<file path="config.mk">
export PLATFORM = sky130hd
export DESIGN_NAME = mac_accumulator
export DESIGN_NICKNAME = d
export VERILOG_FILES = /design/src/rtl/mac_accumulator_pkg.sv /design/src/rtl/mac_beat_counter.sv /design/src/rtl/mac_accumulator.sv
export SDC_FILE = /design/constraint.sdc
export NUM_CORES = 1
export LEC_CHECK = 0
export CORE_UTILIZATION = 30
export DETAILED_ROUTE_END_ITERATION = 8
export PLACE_DENSITY = 0.49
export SLEW_MARGIN = 25
export SYNTH_ARGS = -nofsm -noshare
export SYNTH_HDL_FRONTEND = slang
export SYNTH_SLANG_ARGS = --single-unit
</file>
<file path="constraint.sdc">
create_clock -name clk -period 4.8 [get_ports clk]
set_clock_uncertainty 0.2 [all_clocks]
set_input_delay 0.96 -clock clk [delete_from_list [all_inputs] [get_ports clk]]
set_output_delay 0.96 -clock clk [all_outputs]
set_load 0.02 [all_outputs]
</file>
<file path="src/rtl/mac_accumulator_pkg.sv">
// Shared ALU datapath definitions: the MAC state encoding, the product width and the default
// accumulator sizing.
package mac_accumulator_pkg;

   typedef enum logic [1:0] {
      IDLE  = 2'd0,
      ACCUM = 2'd1,
      DONE  = 2'd2
   } macState_t;

   localparam int PROD_W      = 8;
   localparam int DEF_ACC_W   = 12;
   localparam int DEF_DOT_LEN = 4;

endpackage

</file>
<file path="src/rtl/mac_beat_counter.sv">
// Counts accepted beats of one run. tc is combinational on inc and marks the DOT_LEN-th beat.
// No backpressure of its own: the owner gates inc and clears the count between runs.
module mac_beat_counter
   import mac_accumulator_pkg::*;
#(
   parameter int DOT_LEN = DEF_DOT_LEN
) (
   input  logic clk,
   input  logic rst,
   input  logic clr,
   input  logic inc,
   output logic tc
);

   localparam int CNT_W = $clog2(DOT_LEN + 1);

   logic [CNT_W-1:0] cnt;

   always_ff @(posedge clk) begin
      if (rst || clr) begin
         cnt <= '0;
      end else if (inc) begin
         cnt <= cnt + CNT_W'(1);
      end
   end

   // One extra bit so cnt+1 cannot wrap before the compare.
   assign tc = inc && (({1'b0, cnt} + (CNT_W + 1)'(1)) == (CNT_W + 1)'(DOT_LEN));

endmodule

</file>
<file path="src/rtl/mac_accumulator.sv">
// Sums DOT_LEN unsigned products into an ACC_W-bit result with a sticky wrap flag; out_valid
// rises the cycle after the last beat, and in_ready stays low until the result is taken.
module mac_accumulator
   import mac_accumulator_pkg::*;
#(
   parameter int ACC_W   = DEF_ACC_W,
   parameter int DOT_LEN = DEF_DOT_LEN
) (
   input  logic              clk,
   input  logic              rst,
   input  logic              clr,
   input  logic [PROD_W-1:0] p,
   input  logic              in_valid,
   output logic              in_ready,
   output logic [ACC_W-1:0]  acc,
   output logic              ovf,
   output logic              out_valid,
   input  logic              out_ready
);

   macState_t        state;
   logic [ACC_W-1:0] accQ;
   logic             ovfQ;
   logic             beat;
   logic             lastBeat;
   logic [ACC_W:0]   sum;

   assign in_ready  = (state != DONE);
   assign out_valid = (state == DONE);
   assign acc       = accQ;
   assign ovf       = ovfQ;

   // A beat offered alongside clr is dropped, so it must not advance the count either.
   assign beat = in_valid && in_ready && !clr;
   assign sum  = {1'b0, accQ} + (ACC_W + 1)'(p);

   mac_beat_counter #(
      .DOT_LEN(DOT_LEN)
   ) uBeatCounter (
      .clk(clk),
      .rst(rst),
      .clr(clr || (out_valid && out_ready)),
      .inc(beat),
      .tc (lastBeat)
   );

   always_ff @(posedge clk) begin
      if (rst || clr) begin
         state <= IDLE;
         accQ  <= '0;
         ovfQ  <= 1'b0;
      end else begin
         case (state)
            IDLE: begin
               if (beat) begin
                  accQ  <= ACC_W'(p);
                  ovfQ  <= 1'b0;
                  state <= lastBeat ? DONE : ACCUM;
               end
            end
            ACCUM: begin
               if (beat) begin
                  accQ <= sum[ACC_W-1:0];
                  ovfQ <= ovfQ | sum[ACC_W];
                  if (lastBeat) begin
                     state <= DONE;
                  end
               end
            end
            DONE: begin
               if (out_ready) begin
                  state <= IDLE;
               end
            end
            default: state <= IDLE;
         endcase
      end
   end

endmodule

</file>
Word level (Yosys, flattened, before mapping). Index checks and enable logic that the tools add are counted.

Flip-flop bits (word level): 18. Output and inout bits: 15.

Add/sub/neg operators: 3. Equal/unequal tests: 8. Muxes and demuxes: 12. Bitwise gates (word level): 1. Reductions and logical operators: 12.

Operator list (count): 12-bit 2-to-1 mux (2); 12-bit one-hot mux with 2 select lines (1); 12-bit by 8-bit adder with 13-bit output (1); 2-bit 2-to-1 mux (5); 2-bit by 1-bit != test with 1-bit output, second input constant (3); 2-bit one-hot mux with 3 select lines (1); 3-bit by 1-bit adder with 4-bit output, second input constant (1); 4-bit by 3-bit equality test with 1-bit output, second input constant (1); 1-bit logical AND (4); 2-bit != test, second input constant (2); 4-bit AND reduction (1); 3-bit by 1-bit adder with 3-bit output, second input constant (1); 1-bit logical OR (3); 3-bit AND reduction (1); 2-bit by 1-bit equality test with 1-bit output, second input constant (1); 2-bit equality test, second input constant (1); 2-bit zero test (1); 1-bit 2-to-1 mux (2); 1-bit one-hot mux with 2 select lines (1); 2-bit nonzero test (1); 1-bit zero test (1); 1-bit bitwise OR (1).

Logic depth before layout (Yosys ltp). Gate-level depths: netlist of the first run.

Word-level depth: 7. Gate-level depth with buffers: 8. Mapped depth without buffers: 8.

Cells and area by module. From an unflattened synthesis of the first run, not the netlist that was laid out.

Cells, all modules: 153. Area, all modules: 1228.7 µm².

By module, submodules not included: mac_accumulator (instances 1, cells each 137, area an instance 1069.8 µm², seq. area each 300.3 µm²); mac_beat_counter (instances 1, cells each 16, area an instance 158.9 µm², seq. area each 60.1 µm²).

Least setup slack after synthesis of the first run. No wires, ideal clock.

Path type: input port to flip-flop. Start point: input port p[0]. End point: register accQ[10] (netlist: acc[10]). Library setup time: 0.124 ns. Data arrival time: 2.324 ns. Required time: 4.476 ns. Setup slack: 2.152 ns. Stages: 8. Path buffers: 0. Path through: ha_1 > inv_1 > fa_1 > and2b_1 > o2111ai_1 > a31oi_1 > o21ai_0 > mux2i_1.

Longest elaborated chain between the ends: 3.

RTL lines: start, declared (RTL line mac_accumulator.sv:12) `input logic [PROD_W-1:0] p,`; 12-bit by 8-bit adder with 13-bit output (RTL line mac_accumulator.sv:35) `assign sum = {1'b0, accQ} + (ACC_W + 1)'(p);`; 12-bit 2-to-1 mux (RTL line mac_accumulator.sv:62) `if (beat) begin`; 12-bit one-hot mux with 2 select lines (RTL line mac_accumulator.sv:53) `case (state)`; end signal, assigned (RTL line mac_accumulator.sv:56) `accQ <= ACC_W'(p);`; end signal, assigned (RTL line mac_accumulator.sv:63) `accQ <= sum[ACC_W-1:0];`; end, declared (RTL line mac_accumulator.sv:22) `logic [ACC_W-1:0] accQ;`.

No other way between the ends. The select of a mux whose other input is x is not followed. A chain may end at the register's enable or synchronous reset.

Worst setup path after layout of the first run. Same ends and word-level chain as after synthesis.

==> impl_metrics.yaml, run 1 <==
grt:
  global_route.usage.total_pct: 15.9
  globalRoute.totalOverflow: 0
  grt_pass1_vias: 1208
  grt_max_degree: 13
  grt_first_pass_wirelength_um: 5360
  grt_antenna_before_repair: 0
power:
  power.static_leakage_nw: 0.657
  peakVddDrop_v: 0.0000796
  power_density_over_the_cells_nw_per_um2: 211
critical_path:
  cp-endpoint: "acc[10]$_SDFFE_PP0P_"
  crit-reg2reg-launch: "acc[0]$_SDFFE_PP0P_"
  required_time_of_the_worst_setup_path_ps: 4740
  timing.critical_path.fanout_max: 3
  critical_path_class: "input pin to flip-flop"
  arrival_ps: 3050
  r2r_end: "acc[10]$_SDFFE_PP0P_"
  critPathLaunchType: "input pin"
  critical_path.startpoint: "p[0]"
  r2r_slack_ps: 2520
  r2r_cells: 8
  worstSetupEndpointType: "flip-flop"
synth:
  synth-seq-cells: 18
  synth_async_sr_flop_share_pct: 0
  synthesis.nets: 176
  synthDistinctLibCells: 41
  synthesis.yosys.warnings: 0
  synth_flop_cell: "sky130_fd_sc_hd__dfxtp_1"
  synth-edff-count: 0
  avgSynthCellArea_um2: 8.28
  postSynthCellCount: 152
  synth_sequential_area_ratio_pct: 28.6
  synthesis.area_um2: 1260
finish:
  nFillCells: 424
  syn2layout_area_growth_pct: 29.4
  count_of_inserted_antenna_diode_cells: 0
  stdcell_count: 230
  design.final.nets: 205
  drive_above_1_share_pct: 6.67
drt:
  viasPerCell: 5.03
  drt_iter0_drc: 29
  wl_um: 3070
  detail_route.first_pass.iterations: 4
  drcViolationCount: 0
  routedWlPerCell_um: 13.3
  antenna_left: 0
  routed-via-count: 1158
clock_network:
  cts-buffers-inserted: 3
  worstSkewPairLatency_ps: 260
  clock_sinks: 18
  cts_root_buf: "sky130_fd_sc_hd__clkbuf_8"
  holdBufCountCts: 0
  cts.htree.levels: 1
  ctsLongestPathBuffers: 2
  cts_post_setup_buffers_inserted: 0
  tritoncts_clock_tree: "done"
  post_cts_sizing: 0
  clock_pin_transition_on_the_worst_setup_and_hold_timing_paths_ps: 70
place:
  dp_hpwl_um: 2390
  dpl_worst_slack_ps: 1450
  placed_cells_incl_taps: 226
  placer_congestion: 0.725
  port_buf_inserts: 27
sta:
  finalSetupTns_ps: 0
  finalHoldViolations: 0
  slew-limit-headroom_pct: 74.5
  layout_setup_ws_ps: 1690
  finalSetupViolations: 0
  achievable-frequency_mhz: 322
  maxSlewViolCount: 0
  period_minus_slack_ps: 3110
  final_critical_path_share_of_the_clock_period_pct: 64.7
  tightest_slew_ps: 382
  unrepaired_setup_endpoints_after_global_routing: "no"
run_status:
  status: "finished clean"
floorplanning:
  design.core.area_um2: 4000
  core.rowCount: 23
  floorplan.initialDensity_pct: 31.5
  pin_count: 28
  dieArea_um2: 4460
  die_h_um: 66.8
  die_width_um: 66.8
job:
  drv_cap: 0
worst_hold_path:
  hp-class: "flip-flop to flip-flop"
[flip-flops by register name (all words and copies together), names as in the netlist]
register	count
acc	12
uBeatCounter.cnt	3
state	2
ovf	1
[Yosys cell counts, types with 2 or more instances]
master,instances,share of area (%)
sky130_fd_sc_hd__a211oi_1,6,3.6
sky130_fd_sc_hd__a21o_1,2,1.2
sky130_fd_sc_hd__a21oi_1,11,4.4
sky130_fd_sc_hd__a31oi_1,3,1.5
sky130_fd_sc_hd__buf_2,2,0.80
sky130_fd_sc_hd__dfxtp_1,18,29
sky130_fd_sc_hd__ha_1,10,9.9
sky130_fd_sc_hd__inv_1,7,2.1
sky130_fd_sc_hd__mux2i_1,5,4.0
sky130_fd_sc_hd__nand2_1,17,5.1
sky130_fd_sc_hd__nand2b_1,5,2.5
sky130_fd_sc_hd__nand3_1,3,1.2
sky130_fd_sc_hd__nor2_1,14,4.2
sky130_fd_sc_hd__nor2_4,2,1.8
sky130_fd_sc_hd__nor2b_1,2,0.99
sky130_fd_sc_hd__nor3_1,2,0.80
sky130_fd_sc_hd__o2111ai_1,2,1.4
sky130_fd_sc_hd__o211ai_1,5,3.0
sky130_fd_sc_hd__o21ai_0,5,2.0
sky130_fd_sc_hd__or2_1,2,0.99
sky130_fd_sc_hd__or3_1,5,2.5
sky130_fd_sc_hd__xnor2_1,4,2.8
sky130_fd_sc_hd__xor2_1,2,1.4
[cell usage in the layout (no fill, tap or decap), drive strengths merged]
master         instances
nand3b                 1
clkbuf                 4
clkdlybuf4s50         27
buf                    1
ha                    10
o21bai                 1
nor3                   2
a31oi                  3
and3                   1
nand3                  3
a21o                   2
xor2                   2
o2111ai                2
a21oi                 11
or2b                   1
or3                    5
xnor2                  4
nor2                  16
dfxtp                 18
mux2i                  5
o211a                  1
o21ai                  6
nor2b                  2
o21a                   1
o221ai                 1
nor3b                  2
fa                     1
and4b                  1
a211oi                 6
or2                    2
o211ai                 5
inv                    8
and2b                  1
nand2                 17
nand4b                 1
nand2b                 5
or4                    1
[cell families (layout without fill, tap and decap cells)]
logic type / Yosys count / count (layout) / share of synthesized area [%]
compound gates: 39 / 39 / 20.4
xor+xnor: 6 / 6 / 4.17
fa+ha+maj: 11 / 11 / 11.5
buf+inv: 12 / 40 / 4.37
flops: 18 / 18 / 28.6
mux: 5 / 5 / 3.98
simple gates: 61 / 61 / 26.9
[critical path, stage by stage]
cell and delay (ps):
sky130_fd_sc_hd__clkdlybuf4s50_1 480, sky130_fd_sc_hd__ha_1 180, sky130_fd_sc_hd__inv_1 60, sky130_fd_sc_hd__fa_1 360
sky130_fd_sc_hd__and2b_1 240, sky130_fd_sc_hd__o2111ai_1 160, sky130_fd_sc_hd__a31oi_1 290, sky130_fd_sc_hd__o21ai_0 160
sky130_fd_sc_hd__mux2i_1 140
[per-stage QoR]
stage	hold WS, ps	area [um^2]	utilization [%]	total power, W
2_1_floorplan	314	1260	-	0.000195
3_3_place_gp	251	1570	39.3	0.000219
6_report	255	1630	40.7	0.000344
3_5_place_dp	247	1570	39.3	0.000219
4_1_cts	257	1630	40.7	0.000351
5_1_grt	287	1630	40.7	0.000363
[area by class of cell]
type	count	area, um^2	area share (%)
clock buffer	4	55.1	3.38
inverter	8	30.0	1.84
multi-input combinational	122	843	51.8
sequential	18	360	22.1
tap	50	62.6	3.84
timing repair buffer	28	278	17.1
[power breakdown]
part | internal [W] | total [W] | switching [W] | leakage [nW]
logic | 0.0000285 | 0.0000603 | 0.0000318 | 0.482
registers | 0.000152 | 0.000155 | 0.00000312 | 0.146
clock network | 0.0000729 | 0.000129 | 0.0000557 | 0.0288
total | 0.000254 | 0.000344 | 0.0000906 | 0.657
[how the worst min path moves through the flow]
stage                                           from                          endpoint  slack [ps]  cells past startpoint
floorplan           uBeatCounter.cnt[1]$_SDFFE_PP0P_  uBeatCounter.cnt[1]$_SDFFE_PP0P_         310                      2
global placement                    ovf$_SDFFE_PP0P_                  ovf$_SDFFE_PP0P_         250                      2
detailed placement                  ovf$_SDFFE_PP0P_                  ovf$_SDFFE_PP0P_         250                      2
CTS                                 ovf$_SDFFE_PP0P_                  ovf$_SDFFE_PP0P_         260                      2
global route                        ovf$_SDFFE_PP0P_                  ovf$_SDFFE_PP0P_         290                      2
finish                              ovf$_SDFFE_PP0P_                  ovf$_SDFFE_PP0P_         250                      2
[per-layer routing]
layer	vias up	part of all wire (%)	track usage (%)
met5	-	0	0
met4	0	0.68	5.59
met3	2	3.1	2.23
met2	19	48	28.2
met1	535	48	19.4
li1	602	-	-
(Power assumes the default switching activity.)
==> inputs of run 2 (changes only) <==
- clock period: 4.8 -> 2.9 ns (I/O delays scaled with it)
==> run 2 against run 1 <==
Critical path depth is the same. Clock power increased by 64%. Setup slack got worse by 1500 ps. Highest routed layer unchanged. Die area did not move.
==> impl_metrics.yaml, run 2 (same netlist as run 1, synthesis figures left out) <==
run_status:
  status: "finished clean"
drt:
  drcViolationCount: 0
  wl_um: 3090
  viasPerCell: 4.97
  detail_route.first_pass.iterations: 4
  drt_iter0_drc: 37
  antenna_left: 0
  routedWlPerCell_um: 13.3
  routed-via-count: 1153
finish:
  drive_above_1_share_pct: 7.69
  largest_register_ffs: 12
  design.final.nets: 207
  final_cell_mix: "sky130_fd_sc_hd__clkdlybuf4s50_1, sky130_fd_sc_hd__dfxtp_1, sky130_fd_sc_hd__nand2_1, sky130_fd_sc_hd__nor2_1, sky130_fd_sc_hd__a21oi_1"
  mostFrequentLayoutCell: "sky130_fd_sc_hd__clkdlybuf4s50_1"
  syn2layout_area_growth_pct: 30.6
  count_of_inserted_antenna_diode_cells: 0
  nFillCells: 403
  fin_util_pct: 41.1
clock_network:
  clock_pin_transition_on_the_worst_setup_and_hold_timing_paths_ps: 80
  worstSkewPairLatency_ps: 250
  cts.htree.levels: 1
  holdBufCountCts: 0
  cts_root_buf: "sky130_fd_sc_hd__clkbuf_8"
  post_cts_sizing: 0
  ctsLongestPathBuffers: 2
  cts_post_setup_buffers_inserted: 0
  clock_sinks: 18
  cts-buffers-inserted: 3
  tritoncts_clock_tree: "done"
critical_path:
  critical_path_class: "input pin to flip-flop"
  buffers_plus_inverters_on_the_worst_setup_path: 2
  critPathSlowestCell: "sky130_fd_sc_hd__clkdlybuf4s50_1"
  worstSetupEndpointType: "flip-flop"
  critPathLaunchType: "input pin"
  critical-path-top-delay-family: "compound AO/OA/AOI/OAI gates"
  crit_path_cell_trace: "clkdlybuf4s50_1 > ha_1 > inv_1 > fa_1 > and2b_1 > o2111ai_1 > a31oi_1 > o21ai_0 > mux2i_1"
  arrival_ps: 2610
  timing.critical_path.fanout_max: 3
  required_time_of_the_worst_setup_path_ps: 2840
  critPathMaxStageDelay_ps: 480
floorplanning:
  floorplan.initialDensity_pct: 31.5
  core.rowCount: 23
  pin_count: 28
  die_width_um: 66.8
  dieArea_um2: 4460
  design.core.area_um2: 4000
  die_h_um: 66.8
power:
  power_density_over_the_cells_nw_per_um2: 346
  peakVddDrop_v: 0.000174
  power.static_leakage_nw: 0.666
  total_power_w: 0.000569
grt:
  grt_max_degree: 11
  grt_pass1_vias: 1149
  global_route.usage.total_pct: 15.6
  globalRoute.totalOverflow: 0
  grt_first_pass_wirelength_um: 5280
  grt_antenna_before_repair: 0
job:
  drv_cap: 0
sta:
  layout_setup_ws_ps: 232
  finalSetupTns_ps: 0
  period_minus_slack_ps: 2670
  achievable-frequency_mhz: 375
  final_critical_path_share_of_the_clock_period_pct: 92.0
  slew-limit-headroom_pct: 74.3
  finalHoldViolations: 0
  maxSlewViolCount: 0
  finalSetupViolations: 0
  unrepaired_setup_endpoints_after_global_routing: "no"
  tightest_slew_ps: 385
worst_hold_path:
  hp-class: "flip-flop to flip-flop"
place:
  dpl_worst_slack_ps: -20.1
  dp_hpwl_um: 2380
  port_buf_inserts: 27
  placer_congestion: 0.766
==> run 2: changes by cell type in the layout (fill, tap and decap cells not counted), sizes merged <==
cell,previous run,this run
buf,1,3
==> run 2: final timing paths <==
kind                                          start                  end  slack (ps)  cells past startpoint
worst max-delay path                           p[0]  acc[8]$_SDFFE_PP0P_         230                      9
worst min-delay path               ovf$_SDFFE_PP0P_     ovf$_SDFFE_PP0P_         250                      2
worst max register to register  acc[0]$_SDFFE_PP0P_  acc[8]$_SDFFE_PP0P_         680                      8
worst min register to register     ovf$_SDFFE_PP0P_     ovf$_SDFFE_PP0P_         250                      2
==> run 2: layout make-up <==
type,count,area (um^2),share of cell area (%)
timing repair buffer,30,293,17.8
clock buffer,4,55.1,3.35
multi-input combinational,122,843,51.3
inverter,8,30.0,1.83
sequential,18,360,21.9
tap,50,62.6,3.81
==> run 2: report_power, final <==
| part | internal, W | switching [W] | leakage [nW] | total (W) |
|---|---|---|---|---|
| registers | 0.000252 | 0.00000501 | 0.146 | 0.000257 |
| clock network | 0.000121 | 0.0000900 | 0.0288 | 0.000211 |
| logic | 0.0000481 | 0.0000534 | 0.492 | 0.000101 |
==> run 2: layer usage <==
metal  share of wire, %  vias up  GRT usage, %
li1                   -      603             -
met1                 50      533          20.5
met2                 47       15          26.5
met3                2.7        2          2.74
met4               0.55        0          3.19
met5                  0        -             0
==> run 2: tightest hold or removal path: cells and delay by family, from the launching register on <==
| kind | cells | cell delay, ps |
|---|---|---|
| buf+inv | 1 | 50 |
| flops | 1 | 320 |
| compound gates | 1 | 50 |
==> run 2: metrics by stage <==
stage	area (um^2)	std cells	hold slack (ps)
5_1_grt	1640	232	294
4_1_cts	1640	232	258
3_5_place_dp	1590	228	248
6_report	1640	232	252
2_1_floorplan	1260	152	314
3_3_place_gp	1590	228	250
==> patch (flow settings as in run 2) <==
Register the output `ovf` once more, without a reset; this adds one clock of latency there. The other outputs are not delayed to match.
--- a/src/rtl/mac_accumulator.sv
+++ b/src/rtl/mac_accumulator.sv
@@ -28,7 +28,9 @@
    assign in_ready  = (state != DONE);
    assign out_valid = (state == DONE);
    assign acc       = accQ;
-   assign ovf       = ovfQ;
+   always_ff @(posedge clk) begin
+      ovf <= ovfQ;
+   end
 
    // A beat offered alongside clr is dropped, so it must not advance the count either.
    assign beat = in_valid && in_ready && !clr;
Formal check against the unedited RTL: same outputs for any inputs over 10 cycles, from zero or initial values; that may be too few to reach the edited logic, so the function may still have changed.
==> patch against run 2 <==
  * Area after synthesis rose by 1.6%
  * Total power fell by 1.1%
  * Sequential cell count rose by 1
  * Routed wire length fell by 0.16%
  * Critical path type unchanged
  * Final area rose by 0.15%
  * Combinational power barely moved
  * Setup slack barely moved
==> patch: results (changes against run 2) <==
fill_cells: 427  # +6.0%
dr.pass1.iters: 4  # unchanged
cts_made_buffers: 3  # unchanged
cts.htree.levels: 1  # unchanged
hold_start: "ovfQ"
place_area_um2: 1600  # +0.79%
ys_top_cells_by_count: "dfxtp_1, nand2_1, nor2_1"
use_met2_pct: 25.1  # -1.4 points
dp_hpwl_um: 2390  # +0.42%
whs_ns: 0.175  # -0.0763 ns
startpoint: "p[0]"
critical_path_arrival_ns: 2.62  # about the same
grt_pass1_wl_um: 5080  # -3.8%
fin_nets: 207  # unchanged
hold_depth: 0  # -2
synthMuxAreaShare_pct: 3.91  # -0.062 points
clk_path_buf_depth: 2  # unchanged
largest_reg_flops: 12  # unchanged
antenna_found_initial: 0  # unchanged
r2r-start: "acc[0]"
cts_resized: 0  # unchanged
gp_congestion: 0.741  # -3.3%
min_to: "ovf"
ir_worst_vdd_mv: 0.110  # -37%
use_met1_pct: 19.5  # -0.96 points
min_path_type: "reg -> reg"
synth_fp_nets: 177  # +0.57%
wl_per_cell_um: 13.3  # -0.16%
synth-xor-area-share_pct: 4.11  # -0.065 points
worst_pin_slew_ns: 0.373  # -0.0128 ns
viasPerCell: 5.14  # +3.4%
cts_root_buffer: "clkbuf_8"
grt_pass1_vias: 1123  # -2.3%
status: "finished, final reports clean"
p_leak_uw: 0.000664  # -0.33%
synthAdderAreaFrac_pct: 11.4  # -0.18 points
cts_setup_buffers: 0  # unchanged
port_buffers: 27  # unchanged
netlist_instances: 153  # +0.66%
drt-initial-drc-count: 22  # -41%
yosysSeqAreaShare_pct: 29.7  # +1.1 points
dr_total_vias: 1192  # +3.4%
grt.total_usage_pct: 15.4  # -0.20 points
use_met3_pct: 3.21  # +0.47 points
clkLatencyLatePin_ns: 0.26
synth_compound_gate_area_share_pct: 20.1  # -0.32 points
drc: 0  # unchanged
drive_above_1_share_pct: 6.59  # -1.1 points
synth_area_leaders: "dfxtp_1, ha_1, nand2_1"
r2r_cells: 8  # unchanged
## patch: changes by cell type in the layout (fill, tap and decap cells not counted)
cell / before / now
buf_4: 3 / 2
clkbuf_1: 0 / 1
clkbuf_8: 4 / 3
dfxtp_1: 18 / 19
## patch: cell type report
| type | count | area share [%] |
|---|---|---|
| multi-input combinational | 122 | 51.2 |
| sequential | 19 | 23.1 |
| timing repair buffer | 29 | 17.3 |
| tap | 50 | 3.80 |
| clock buffer | 4 | 2.74 |
| inverter | 8 | 1.82 |
## patch: cells by family (layout without fill, tap and decap cells)
family          count (synthesis)  in the layout
xor+xnor                        6              6
mux                             5              5
compound gates                 39             39
flops                          19             19
fa+ha+maj                      11             11
simple gates                   61             61
buf+inv                        12             41
## patch: worst max-delay path: stages
cell and delay [ns]:
clkdlybuf4s50_1 0.49, ha_1 0.17, inv_1 0.05, fa_1 0.37, and2b_1 0.22, o2111ai_1 0.14, a31oi_1 0.28, o21ai_0 0.15
mux2i_1 0.15
## patch: stage by stage
step                      setup slack, ns  util [%]
after floorplan                     0.632         -
after global placement           -0.00621      39.5
after detailed placement          -0.0247      39.5
after CTS                           0.243      40.6
after global routing               0.0568      40.6
final                               0.232      40.6
## patch: layer usage
layer	wire (um)	vias to the layer above
met1	1500	559
met4	33	0
li1	-	605
met3	103	4
met2	1450	24
met5	0	-
## patch: power breakdown
part	leakage, uW	switching, uW	internal, uW	total [uW]
Combinational	0.000487	53.2	47.5	101
Clock	0.0000228	93.4	97.8	191
Sequential	0.000154	5.07	265	270
Total	0.000664	152	411	562
